### config.mk
export PLATFORM = sky130hd
export DESIGN_NAME = hazard_scoreboard_unit
export DESIGN_NICKNAME = d
export VERILOG_FILES = /design/src/rtl/hazard_scoreboard_unit.sv
export SDC_FILE = /design/constraint.sdc
export NUM_CORES = 1
export LEC_CHECK = 0
export ABC_AREA = 1
export CORE_ASPECT_RATIO = 2
export CORE_MARGIN = 1.5
export CORE_UTILIZATION = 50
export DETAILED_ROUTE_END_ITERATION = 6
export PLACE_DENSITY = 0.79
export SYNTH_ARGS = -nofsm -noshare
export SYNTH_HDL_FRONTEND = slang
export SYNTH_SLANG_ARGS = --single-unit
### constraint.sdc
create_clock -name clk -period 5.3 [get_ports clk]
set_input_delay 1.06 -clock clk [delete_from_list [all_inputs] [get_ports clk]]
set_output_delay 1.06 -clock clk [all_outputs]
set_load 0.02 [all_outputs]
### src/rtl/hazard_scoreboard_unit.sv
// hazard_scoreboard_unit
//   Hazard control for the RV32IM 5-stage core, sitting beside ID. It tracks
//   registers with an outstanding MUL/DIV writeback, stalls on RAW/WAW against
//   them, stalls a MUL/DIV behind a busy unit, stretches load-use stalls to
//   LOAD_LAT cycles, and counts stall cycles (saturating).
// Ports:
//   clk, rst                     clock, async active-high reset
//   id_*                         operand/dest info of the instruction in ID
//   ex_*                         dest/load/MUL-DIV issue info of EX; ex_redirect
//   md_done, md_rd_addr          MUL/DIV writeback
//   pc_write_en, if_id_enable,
//   if_id_flush, id_ex_flush     front-end pipeline controls
//   md_busy, sb_pending          MUL/DIV occupancy and per-register pending bits
//   stall_count                  saturating stall-cycle counter
module hazard_scoreboard_unit #(
  parameter int NUM_REGS = 32,
  parameter int REG_AW   = 5,
  parameter int LOAD_LAT = 1,
  parameter int CNT_W    = 16
) (
  input  logic                clk,
  input  logic                rst,
  input  logic [REG_AW-1:0]   id_rs1_addr,
  input  logic [REG_AW-1:0]   id_rs2_addr,
  input  logic                id_rs1_used,
  input  logic                id_rs2_used,
  input  logic [REG_AW-1:0]   id_rd_addr,
  input  logic                id_reg_write_en,
  input  logic                id_is_md,
  input  logic [REG_AW-1:0]   ex_rd_addr,
  input  logic                ex_mem_read_en,
  input  logic                ex_reg_write_en,
  input  logic                ex_md_start,
  input  logic                md_done,
  input  logic [REG_AW-1:0]   md_rd_addr,
  input  logic                ex_redirect,
  output logic                pc_write_en,
  output logic                if_id_enable,
  output logic                if_id_flush,
  output logic                id_ex_flush,
  output logic                md_busy,
  output logic [NUM_REGS-1:0] sb_pending,
  output logic [CNT_W-1:0]    stall_count
);

  localparam int  LD_CW    = 3;
  localparam bit  MULTI_LD = (LOAD_LAT > 1);
  localparam logic [LD_CW-1:0] LD_INIT = LD_CW'(LOAD_LAT - 1);

  typedef enum logic {IDLE, LD_STALL} ld_state_e;

  ld_state_e            ld_state_q, ld_state_d;
  logic [LD_CW-1:0]     ld_cnt_q, ld_cnt_d;
  logic [NUM_REGS-1:0]  sb_q, sb_d;
  logic                 md_busy_q, md_busy_d;
  logic [CNT_W-1:0]     stall_cnt_q, stall_cnt_d;

  logic sb_hazard, struct_hazard, load_use, stall;

  // Hazards look only at registered scoreboard state: a register completing
  // this cycle still stalls and is released on the following cycle.
  always_comb begin
    sb_hazard = (id_rs1_used     && id_rs1_addr != '0 && sb_q[id_rs1_addr]) ||
                (id_rs2_used     && id_rs2_addr != '0 && sb_q[id_rs2_addr]) ||
                (id_reg_write_en && id_rd_addr  != '0 && sb_q[id_rd_addr]);
    struct_hazard = id_is_md && md_busy_q;
    load_use = ex_mem_read_en && ex_reg_write_en && ex_rd_addr != '0 &&
               ((id_rs1_used && ex_rd_addr == id_rs1_addr) ||
                (id_rs2_used && ex_rd_addr == id_rs2_addr));
    stall = load_use || (ld_state_q == LD_STALL) || sb_hazard || struct_hazard;
  end

  // Scoreboard / busy next state. Issue from EX is never gated: on a redirect
  // the MUL/DIV in EX is older than the redirecting branch and must complete.
  always_comb begin
    sb_d = sb_q;
    if (md_done) sb_d[md_rd_addr] = 1'b0;
    if (ex_md_start && ex_reg_write_en && ex_rd_addr != '0)
      sb_d[ex_rd_addr] = 1'b1;            // set after clear: set wins
    sb_d[0] = 1'b0;

    md_busy_d = md_busy_q;
    if (md_done)     md_busy_d = 1'b0;
    if (ex_md_start) md_busy_d = 1'b1;
  end

  // Load FSM: the first load-use cycle is stalled from IDLE; LD_STALL then
  // covers the remaining LOAD_LAT-1 cycles.
  always_comb begin
    ld_state_d = ld_state_q;
    ld_cnt_d   = ld_cnt_q;
    if (ex_redirect) begin
      ld_state_d = IDLE;
    end else begin
      case (ld_state_q)
        IDLE: if (load_use && MULTI_LD) begin
          ld_state_d = LD_STALL;
          ld_cnt_d   = LD_INIT;
        end
        LD_STALL: begin
          if (ld_cnt_q <= LD_CW'(1)) ld_state_d = IDLE;
          else                       ld_cnt_d   = ld_cnt_q - LD_CW'(1);
        end
        default: ld_state_d = IDLE;
      endcase
    end
  end

  always_comb begin
    stall_cnt_d = stall_cnt_q;
    if (stall && !ex_redirect && stall_cnt_q != '1)
      stall_cnt_d = stall_cnt_q + CNT_W'(1);
  end

  always_ff @(posedge clk or posedge rst) begin
    if (rst) begin
      sb_q        <= '0;
      md_busy_q   <= 1'b0;
      ld_state_q  <= IDLE;
      ld_cnt_q    <= '0;
      stall_cnt_q <= '0;
    end else begin
      sb_q        <= sb_d;
      md_busy_q   <= md_busy_d;
      ld_state_q  <= ld_state_d;
      ld_cnt_q    <= ld_cnt_d;
      stall_cnt_q <= stall_cnt_d;
    end
  end

  // Pipeline controls: reset holds the front end with both stages flushed;
  // redirect beats stall.
  always_comb begin
    pc_write_en  = 1'b1;
    if_id_enable = 1'b1;
    if_id_flush  = 1'b0;
    id_ex_flush  = 1'b0;
    if (rst) begin
      pc_write_en  = 1'b0;
      if_id_enable = 1'b0;
      if_id_flush  = 1'b1;
      id_ex_flush  = 1'b1;
    end else if (ex_redirect) begin
      if_id_flush  = 1'b1;
      id_ex_flush  = 1'b1;
    end else if (stall) begin
      pc_write_en  = 1'b0;
      if_id_enable = 1'b0;
      id_ex_flush  = 1'b1;
    end
  end

  assign md_busy     = md_busy_q;
  assign sb_pending  = sb_q;
  assign stall_count = stall_cnt_q;

endmodule

# [Yosys cells after proc, flatten, opt, wreduce, memory -nomap -nowiden]
# Cells that the tools add are included.
# W data, S select, Z words.
[op_classes] addsub=2 mul=0 div_mod_pow=0 order_cmp=8 n_eq_ne=3 n_shift=0 muxes=25 n_bitwise=5 n_reduce_logical=31
[ops] op="$mux W32" count=2
[ops] op="$and A32 B32 Y32" count=1
[ops] op="$not A32 Y32" count=1
[ops] op="$or A32 B32 Y32" count=1
[ops] op="$lt A5 B6 Y1 const B" count=5
[ops] op="$reduce_bool A5 Y1" count=4
[ops] op="$logic_and A1 B1 Y1" count=18
[ops] op="$mux W1" count=18
[ops] op="$add A16 B1 Y16 const B" count=1
[ops] op="$ne A16 B16 Y1 const B" count=1
[ops] op="$bmux W1 S5" count=3
[ops] op="$demux W1 S5" count=2
[ops] op="$eq A5 B5 Y1" count=2
[ops] op="$ge A5 B1 Y1 const B" count=2
[ops] op="$logic_or A1 B1 Y1" count=6
[ops] op="$le A3 B1 Y1 const B" count=1
[ops] op="$reduce_and A3 Y1" count=1
[ops] op="$sub A3 B1 Y3 const B" count=1
[ops] op="$not A1 Y1" count=2
[ops] op="$reduce_bool A2 Y1" count=1
[ops] op="$logic_not A1 Y1" count=1
[word_totals] reg_bits=52 latch_bits=0 ram_bits=0 rom_bits=0 in_bits=36 output_inout_bits=53 elab_cells=79 n_memories=0

# [Depth between registers and ports, before layout]
# Gate-level depths: netlist of run 1.
[depth] ltp_word=10 mapped_depth=16

# [Worst setup path before layout of run 1]
# OpenSTA, ideal clock, no wires.
[synth_path] path_type="input-to-output" from="input rst" to="output id_ex_flush" arrival_ps=2628 t_required_ps=4240 path_slack_ps=1612 path_stages=2 n_path_buf=0 path_cell_list="inv_1 -> nand4_1"
[synth_via] elab_chain_len=1
[synth_rtl] element="from (decl)" line="22" source="input logic rst,"
[synth_rtl] element="$mux W1" line="138" source="if (rst) begin"
[synth_rtl] element="to (decl)" line="40" source="output logic id_ex_flush,"
# No other way between the ends.

# [Final worst setup path of run 1]
[layout_path] from="input id_rs2_addr[0]" to="output if_id_enable"
[layout_via] elab_chain_len=10 word_cells_on_any_way=17 cone_classes="eq/ne (1); mux (5); reduce/logical (11)"
[layout_rtl] element="from (decl)" line="24" source="input logic [REG_AW-1:0] id_rs2_addr,"
[layout_rtl] element="$bmux W1 S5, or another cell as far along" line="64" source="(id_rs2_used && id_rs2_addr != '0 && sb_q[id_rs2_addr]) ||"
[layout_rtl] element="$mux W1 (not written as such), or another cell as far along" line="64"
[layout_rtl] element="$logic_and A1 B1 Y1 / $logic_or A1 B1 Y1 (equally long branches)" line="64, 68"
[layout_rtl] element="$logic_or A1 B1 Y1 / $logic_and A1 B1 Y1 (equally long branches)" line="63, 67"
[layout_rtl] element="$logic_or A1 B1 Y1, on equally long branches" line="64, 70"
[layout_rtl] element="$logic_or A1 B1 Y1 * (2 in series)" line="70" source="stall = load_use || (ld_state_q == LD_STALL) || sb_hazard || struct_hazard;"
[layout_rtl] element="$mux W1 *" line="146" source="end else if (stall) begin"
[layout_rtl] element="$mux W1 *" line="143" source="end else if (ex_redirect) begin"
[layout_rtl] element="$mux W1 *" line="138"
[layout_rtl] element="to (decl)" line="38" source="output logic if_id_enable,"
# Every way passes the cells marked *; elsewhere a longest branch is shown, timed or not. The select of a mux whose other input is x is not followed.

==> results of run 1 <==
==> path summary, 6_finish.rpt <==
path	startpoint	cells past startpoint	to	slack [ns]
max in group asynchronous	rst	3	stall_count[1]$_DFFE_PP0P_	3.52
worst max register to register	stall_count[0]$_DFFE_PP0P_	10	stall_count[11]$_DFFE_PP0P_	2.72
worst min register to register	ld_cnt_q[2]$_DFFE_PP0P_	1	ld_cnt_q[2]$_DFFE_PP0P_	0.49
worst min-delay path	ld_cnt_q[2]$_DFFE_PP0P_	1	ld_cnt_q[2]$_DFFE_PP0P_	0.49
worst max-delay path	id_rs2_addr[0]	14	if_id_enable	0.45
min in group asynchronous	rst	3	stall_count[4]$_DFFE_PP0P_	1.34
==> cell families after synthesis <==
group | share of synthesized area (%)
buffers and inverters | 12.6
AOI/OAI and AO/OA | 11.8
DFF | 32.7
xor gates and xnor gates | 2.42
adders and majority gates | 0.944
other | 0.0943
muxes | 0.252
and+or+nand+nor | 39.2
==> cells in the mapped netlist <==
library cell               number
sky130_fd_sc_hd__a21boi_0       1
sky130_fd_sc_hd__a21oi_1        8
sky130_fd_sc_hd__a21oi_2        2
sky130_fd_sc_hd__buf_12         1
sky130_fd_sc_hd__buf_2          5
sky130_fd_sc_hd__buf_4          5
sky130_fd_sc_hd__buf_6          6
sky130_fd_sc_hd__buf_8          2
sky130_fd_sc_hd__clkbuf_1       2
sky130_fd_sc_hd__clkinv_1       1
sky130_fd_sc_hd__conb_1         1
sky130_fd_sc_hd__dfrtp_1       52
sky130_fd_sc_hd__ha_1           3
sky130_fd_sc_hd__inv_1         74
sky130_fd_sc_hd__inv_2          5
sky130_fd_sc_hd__inv_8          1
sky130_fd_sc_hd__mux2i_1        1
sky130_fd_sc_hd__nand2_1      158
sky130_fd_sc_hd__nand2_2       10
sky130_fd_sc_hd__nand2_4        1
sky130_fd_sc_hd__nand3_1       92
sky130_fd_sc_hd__nand3_4        1
sky130_fd_sc_hd__nand3b_1       3
sky130_fd_sc_hd__nand4_1       20
sky130_fd_sc_hd__nor2_1        40
sky130_fd_sc_hd__nor2_2         3
sky130_fd_sc_hd__nor3_1        15
sky130_fd_sc_hd__nor3b_1        1
sky130_fd_sc_hd__nor4_1         2
sky130_fd_sc_hd__o211ai_1       1
sky130_fd_sc_hd__o21ai_0       77
sky130_fd_sc_hd__o21ai_1        1
sky130_fd_sc_hd__o21bai_1       1
sky130_fd_sc_hd__xnor2_1        2
sky130_fd_sc_hd__xor2_1         9
==> registers in the layout (all words and copies together) (netlist names) <==
register     cells
sb_pending      31
stall_count     16
ld_cnt_q         3
ld_state_q       1
md_busy          1
==> routing by layer <==
| layer | track usage [%] | up-vias |
|---|---|---|
| met1 | 31.3 | 2166 |
| met3 | 4.43 | 77 |
| li1 | - | 2145 |
| met2 | 63.1 | 257 |
| met5 | 0 | - |
| met4 | 28.3 | 0 |
==> area by class of cell <==
type	instances	area, µm²
Sequential cell	52	1300
Timing Repair Buffer	94	923
Fill cell	748	2680
Inverter	81	312
Tap cell	94	118
Clock inverter	2	16.3
Multi-Input combinational cell	453	2170
Clock buffer	6	129
==> per-stage QoR <==
step	instance area [µm²]	cells	hold slack (ns)	power, µW
global placement	4830	774	0.465	1060
detailed placement	4830	774	0.479	1070
global route	4970	782	0.502	1460
floorplan	3980	607	0.446	825
finish	4970	782	0.488	1400
CTS	4970	782	0.495	1390
==> power by group <==
group	total (µW)	switching, µW	internal, µW
Sequential	539	82.4	457
Combinational	530	315	215
Clock	328	151	176
==> critical path: cells and delay by family <==
| family | cells | cell delay [ns] |
|---|---|---|
| AOI/OAI and AO/OA | 1 | 0.14 |
| buffers and inverters | 3 | 1.70 |
| and+or+nand+nor | 10 | 0.87 |
==> cell usage in the layout (no fill, tap or decap), types with 2 or more instances in the layout <==
cell type,Yosys,routed
sky130_fd_sc_hd__xor2_1,9,9
sky130_fd_sc_hd__nor3_1,15,15
sky130_fd_sc_hd__nor4_1,2,2
sky130_fd_sc_hd__nand4_1,20,20
sky130_fd_sc_hd__nand2_2,10,10
sky130_fd_sc_hd__nand2_1,158,158
sky130_fd_sc_hd__inv_2,5,6
sky130_fd_sc_hd__inv_1,74,73
sky130_fd_sc_hd__o21ai_0,77,77
sky130_fd_sc_hd__nor2_2,3,3
sky130_fd_sc_hd__clkdlybuf4s50_1,0,87
sky130_fd_sc_hd__ha_1,3,3
sky130_fd_sc_hd__nand3_1,92,92
sky130_fd_sc_hd__xnor2_1,2,2
sky130_fd_sc_hd__nand3b_1,3,3
sky130_fd_sc_hd__a21oi_1,8,8
sky130_fd_sc_hd__nor2_1,40,40
sky130_fd_sc_hd__clkbuf_16,0,5
sky130_fd_sc_hd__dfrtp_1,52,52
sky130_fd_sc_hd__a21oi_2,2,2
sky130_fd_sc_hd__buf_4,5,7
==> qor.txt, run 1 <==
status: complete, no violations
critical path startpoint category: input port
final number of hold-violating endpoints: 0
crit path cell chain: clkdlybuf4s50_1, inv_8, nand2_1, nand2_1, nor2_1, nor2_1, nor2_1, nand2_1, nand2_1, nor2_1, nor2_2, nand2_4, a21oi_2, clkdlybuf4s50_1
Synth top area share: 32.7%
min cycle time layout: 4.85 ns
initial standard-cell utilization of the core: 51.9%
highest layer used for signal routing: met4
synthesized area per cell: 6.55 µm²
net count of the mapped netlist: 646
DR WL met2: 7700 µm
#FFs+latches synth: 52
Max Cap Viol: 0
floorplan row count: 45
vias per cell: 5.94
Critical Path Fanout Max: 18
TritonCTS clock tree: done
fmax: 206 MHz
slew at the pin closest to its max-slew limit: 0.779 ns
fraction of layout instances using a drive strength above 1: 5.52%
Data required, critical path: 4.24 ns
Clk Tree Root Cell: sky130_fd_sc_hd__clkbuf_16
number of H-tree levels: 2
synth top area cells: sky130_fd_sc_hd__dfrtp_1, sky130_fd_sc_hd__nand2_1, sky130_fd_sc_hd__nand3_1, sky130_fd_sc_hd__o21ai_0, sky130_fd_sc_hd__inv_1
final cell utilization of the core: 65.0%
met3 WL post-DR: 812 µm
DR vias: 4,645
Die Y: 129 µm
buffer count from post-CTS setup fixing: 0
buffer levels on the longest clock path: 2
RSZ-0062 raised after global routing: no
max-slew violation count: 0
final global-route overflow total: 0
largest vdd supply drop: 0.308 mV
IO Pins: 89
area added between synthesis and finish: 25.1%
number of nets with antenna violations after detailed routing: 0
max_slew headroom: 47.9%
average wire length per cell after detail routing: 18.3 µm
power density cells: 281 nW/µm²
synth warn: 0
Pre-Repair DR Iteration Count: 6
cell accounting for the most synthesized area: sky130_fd_sc_hd__dfrtp_1
width of the die: 66.1 µm
Total GRT Usage: 34.0%
worst setup slack after placement: 0.479 ns
antenna violations before repair: 0
nets: 726
kind of path behind the tightest hold check: flop to flop
total inserted antenna cells: 0
critical path class: input port to primary output
summed instance area of the synthesized netlist: 3980 µm²
global-route wire length before repair: 21,800 µm
post-detailed-route DRC marker count: 0
post-route fraction of the period consumed by the critical path: 91.6%
count of cells resized by post-cts repair: 0
setup tns final: 0 ns
GPL Wtd Cong: 0.955
leakage power summed over all cells: 0.00229 µW
clock transition at the registers of the reported paths: 0.07 ns
Max stage delay cell, worst path: sky130_fd_sc_hd__clkdlybuf4s50_1
clock latency on the worst-skew pair: 0.30 ns
count of unique library cells instantiated by Yosys: 35
die area: 8530 µm²
crit path setup slack, layout: 0.447 ns
clock skew after layout: 0.00945 ns
sum of routed wire segments on met1: 4590 µm
capturing element type of the critical path: primary output
crit-path max cell delay: 0.97 ns
Buffers on Ports: 87
drt first-iter violations: 396
largest net degree at the start of global routing: 53
total wire length after detailed routing: 14,300 µm
core footprint: 7660 µm²
number of setup violations in the final report: 0
via count of the first global-routing pass: 4,441
Detailed Place HPWL: 11,200 µm
number of buffers inserted during clock tree synthesis: 5
number of sinks driven by the clock tree: 52
arrival time of the worst setup path: 3.79 ns
cell count after synthesis: 607
proportion of synthesized chip area in sequential cells: 32.7%
Post-CTS Hold Fix Bufs: 0
No activity file was read; power rests on OpenSTA's default activity.
==> inputs of run 2 (changes only) <==
--- a/config.mk
+++ b/config.mk
@@ -9,8 +9,10 @@
 export CORE_ASPECT_RATIO = 2
 export CORE_MARGIN = 1.5
 export CORE_UTILIZATION = 50
+export CTS_BUF_LIST = sky130_fd_sc_hd__clkbuf_16
 export DETAILED_ROUTE_END_ITERATION = 6
 export PLACE_DENSITY = 0.79
+export SETUP_SLACK_MARGIN = 0.2
 export SYNTH_ARGS = -nofsm -noshare
 export SYNTH_HDL_FRONTEND = slang
 export SYNTH_SLANG_ARGS = --single-unit
==> run 2 against run 1 <==
Compared with the run above: count of clock-buffer cells in the layout decreased by 1; register-to-register slack about the same; non-clock buffer count unchanged; cell count is the same; flip-flop and latch count unchanged; first-iteration DRC count grew 1.0%.
==> qor.txt, run 2 (synthesis gave the netlist of run 1 again) <==
status: complete, no violations
die area: 8530 µm² (unchanged)
Detailed Place HPWL: 11,200 µm (unchanged)
min cycle time layout: 4.85 ns (+0.0000160 ns)
register-to-register setup slack: 2.72 ns (about the same)
crit path launch: id_rs2_addr[0]
crit-path max cell delay: 0.97 ns (about the same)
arrival time of the worst setup path: 3.79 ns (about the same)
Max Cap Viol: 0 (unchanged)
Data required, critical path: 4.24 ns (about the same)
average wire length per cell after detail routing: 18.3 µm (-0.13%)
Buffers on Ports: 87 (unchanged)
buffer count from post-CTS setup fixing: 0 (unchanged)
nets: 726 (unchanged)
width of the die: 66.1 µm (unchanged)
setup tns final: 0 ns (unchanged)
Total GRT Usage: 34.0% (unchanged)
fmax: 206 MHz (about the same)
Max stage delay cell, worst path: sky130_fd_sc_hd__clkdlybuf4s50_1
hold slack final: 0.488 ns (unchanged)
TritonCTS clock tree: done
clock transition at the registers of the reported paths: 0.07 ns (about the same)
max FFs per register: 31 (unchanged)
area added between synthesis and finish: 25.1% (unchanged)
post-detailed-route DRC marker count: 0 (unchanged)
buffer levels on the longest clock path: 2 (unchanged)
number of setup violations in the final report: 0 (unchanged)
clock skew after layout: 0.00945 ns (unchanged)
core footprint: 7660 µm² (unchanged)
number of nets with antenna violations after detailed routing: 0 (unchanged)
kind of path behind the tightest hold check: flop to flop
number of buffers inserted during clock tree synthesis: 5 (unchanged)
clock latency on the worst-skew pair: 0.30 ns (about the same)
drt first-iter violations: 400 (+1.0%)
Worst Min Path Start: ld_cnt_q[2]$_DFFE_PP0P_
crit-path leading delay family: buffers and inverters
largest net degree at the start of global routing: 53 (unchanged)
RSZ-0062 raised after global routing: no
Pre-Repair DR Iteration Count: 6 (unchanged)
via count of the first global-routing pass: 4,441 (unchanged)
CP bufs+invs: 3 (unchanged)
post-route fraction of the period consumed by the critical path: 91.6% (about the same)
worst r2r path cells: 10 (unchanged)
Die Y: 129 µm (unchanged)
Reg-to-Reg Start: stall_count[0]$_DFFE_PP0P_
Hold Path Sink: ld_cnt_q[2]$_DFFE_PP0P_
DR vias: 4,652 (+0.15%)
floorplan row count: 45 (unchanged)
number of cells on the critical path: 14 (unchanged)
leakage power summed over all cells: 0.00230 µW (+0.18%)
final global-route overflow total: 0 (unchanged)
global-route wire length before repair: 21,800 µm (unchanged)
power density cells: 281 nW/µm² (-0.15%)
max-slew violation count: 0 (unchanged)
WHS Path Cells: 1 (unchanged)
slew at the pin closest to its max-slew limit: 0.779 ns (unchanged)
Post-CTS Hold Fix Bufs: 0 (unchanged)
fraction of layout instances using a drive strength above 1: 5.52% (unchanged)
max_slew headroom: 47.9% (unchanged)
largest vdd supply drop: 0.308 mV (unchanged)
crit path cell chain: clkdlybuf4s50_1, inv_8, nand2_1, nand2_1, nor2_1, nor2_1, nor2_1, nand2_1, nand2_1, nor2_1, nor2_2, nand2_4, a21oi_2, clkdlybuf4s50_1
Critical Path Fanout Max: 18 (unchanged)
count of cells resized by post-cts repair: 0 (unchanged)
IO Pins: 89 (unchanged)
vias per cell: 5.95 (+0.15%)
commonest cells after routing, fill and taps aside: sky130_fd_sc_hd__nand2_1, sky130_fd_sc_hd__nand3_1, sky130_fd_sc_hd__clkdlybuf4s50_1, sky130_fd_sc_hd__o21ai_0, sky130_fd_sc_hd__inv_1
critical path class: input port to primary output
initial standard-cell utilization of the core: 51.9% (unchanged)
capturing element type of the critical path: primary output
total inserted antenna cells: 0 (unchanged)
Clk Tree Root Cell: sky130_fd_sc_hd__clkbuf_16
Critical R2R Capture: stall_count[11]$_DFFE_PP0P_
commonest non-fill, non-tap cell in the layout: sky130_fd_sc_hd__nand2_1
antenna violations before repair: 0 (unchanged)
final number of hold-violating endpoints: 0 (unchanged)
total wire length after detailed routing: 14,300 µm (-0.13%)
GPL Wtd Cong: 0.955 (unchanged)
number of H-tree levels: 2 (unchanged)
number of sinks driven by the clock tree: 52 (unchanged)
critical path startpoint category: input port
run 2: cell types whose count changed in the layout (fill, tap and decap cells not counted), sizes merged:
cell	delta
clkbuf	-1
inv	+1
run 2: stage by stage:
stage               cell area [µm²]  util [%]  total power [µW]  setup WS (ns)  std cells
floorplan                      3980         -               825           1.61        607
global placement               4830      63.1              1060          0.538        774
detailed placement             4830      63.1              1070          0.479        774
CTS                            4970      65.0              1390          0.467        782
global route                   4970      65.0              1460          0.249        782
finish                         4970      65.0              1400          0.447        782
run 2: power breakdown:
part | switching [µW] | total, µW | internal [µW]
Sequential | 82.4 | 539 | 457
Clock | 152 | 326 | 175
Combinational | 315 | 530 | 215
Total | 549 | 1400 | 847
run 2: worst reg2reg max path: stages (launching register included):
cell and delay, ns:
sky130_fd_sc_hd__dfrtp_1 0.45, sky130_fd_sc_hd__ha_1 0.21, sky130_fd_sc_hd__nand2_1 0.10, sky130_fd_sc_hd__nor2_2 0.18, sky130_fd_sc_hd__nand3_1 0.23, sky130_fd_sc_hd__nor3_1 0.20
sky130_fd_sc_hd__nand3_1 0.52, sky130_fd_sc_hd__nand3b_1 0.36, sky130_fd_sc_hd__nor3_1 0.09, sky130_fd_sc_hd__nand4_1 0.09, sky130_fd_sc_hd__nand2_1 0.06
run 2: cell type report:
type,instances,area (µm²)
Clock buffer,5,125
Clock inverter,3,20.0
Fill cell,748,2680
Inverter,81,312
Multi-Input combinational cell,453,2170
Sequential cell,52,1300
Tap cell,94,118
Timing Repair Buffer,94,923
run 2: worst max path at each step:
stage / to / slack (ns)
detailed placement: if_id_enable / 0.48
floorplan: id_ex_flush / 1.61
global route: pc_write_en / 0.25
CTS: if_id_enable / 0.47
finish: if_id_enable / 0.45
global placement: pc_write_en / 0.54
run 2: metal layers:
| layer | track usage, % | vias up | wire (µm) |
|---|---|---|---|
| li1 | - | 2145 | - |
| met1 | 31.3 | 2166 | 4570 |
| met2 | 63.1 | 262 | 7670 |
| met3 | 4.43 | 79 | 820 |
| met4 | 28.3 | 0 | 1240 |
| met5 | 0 | - | 0 |
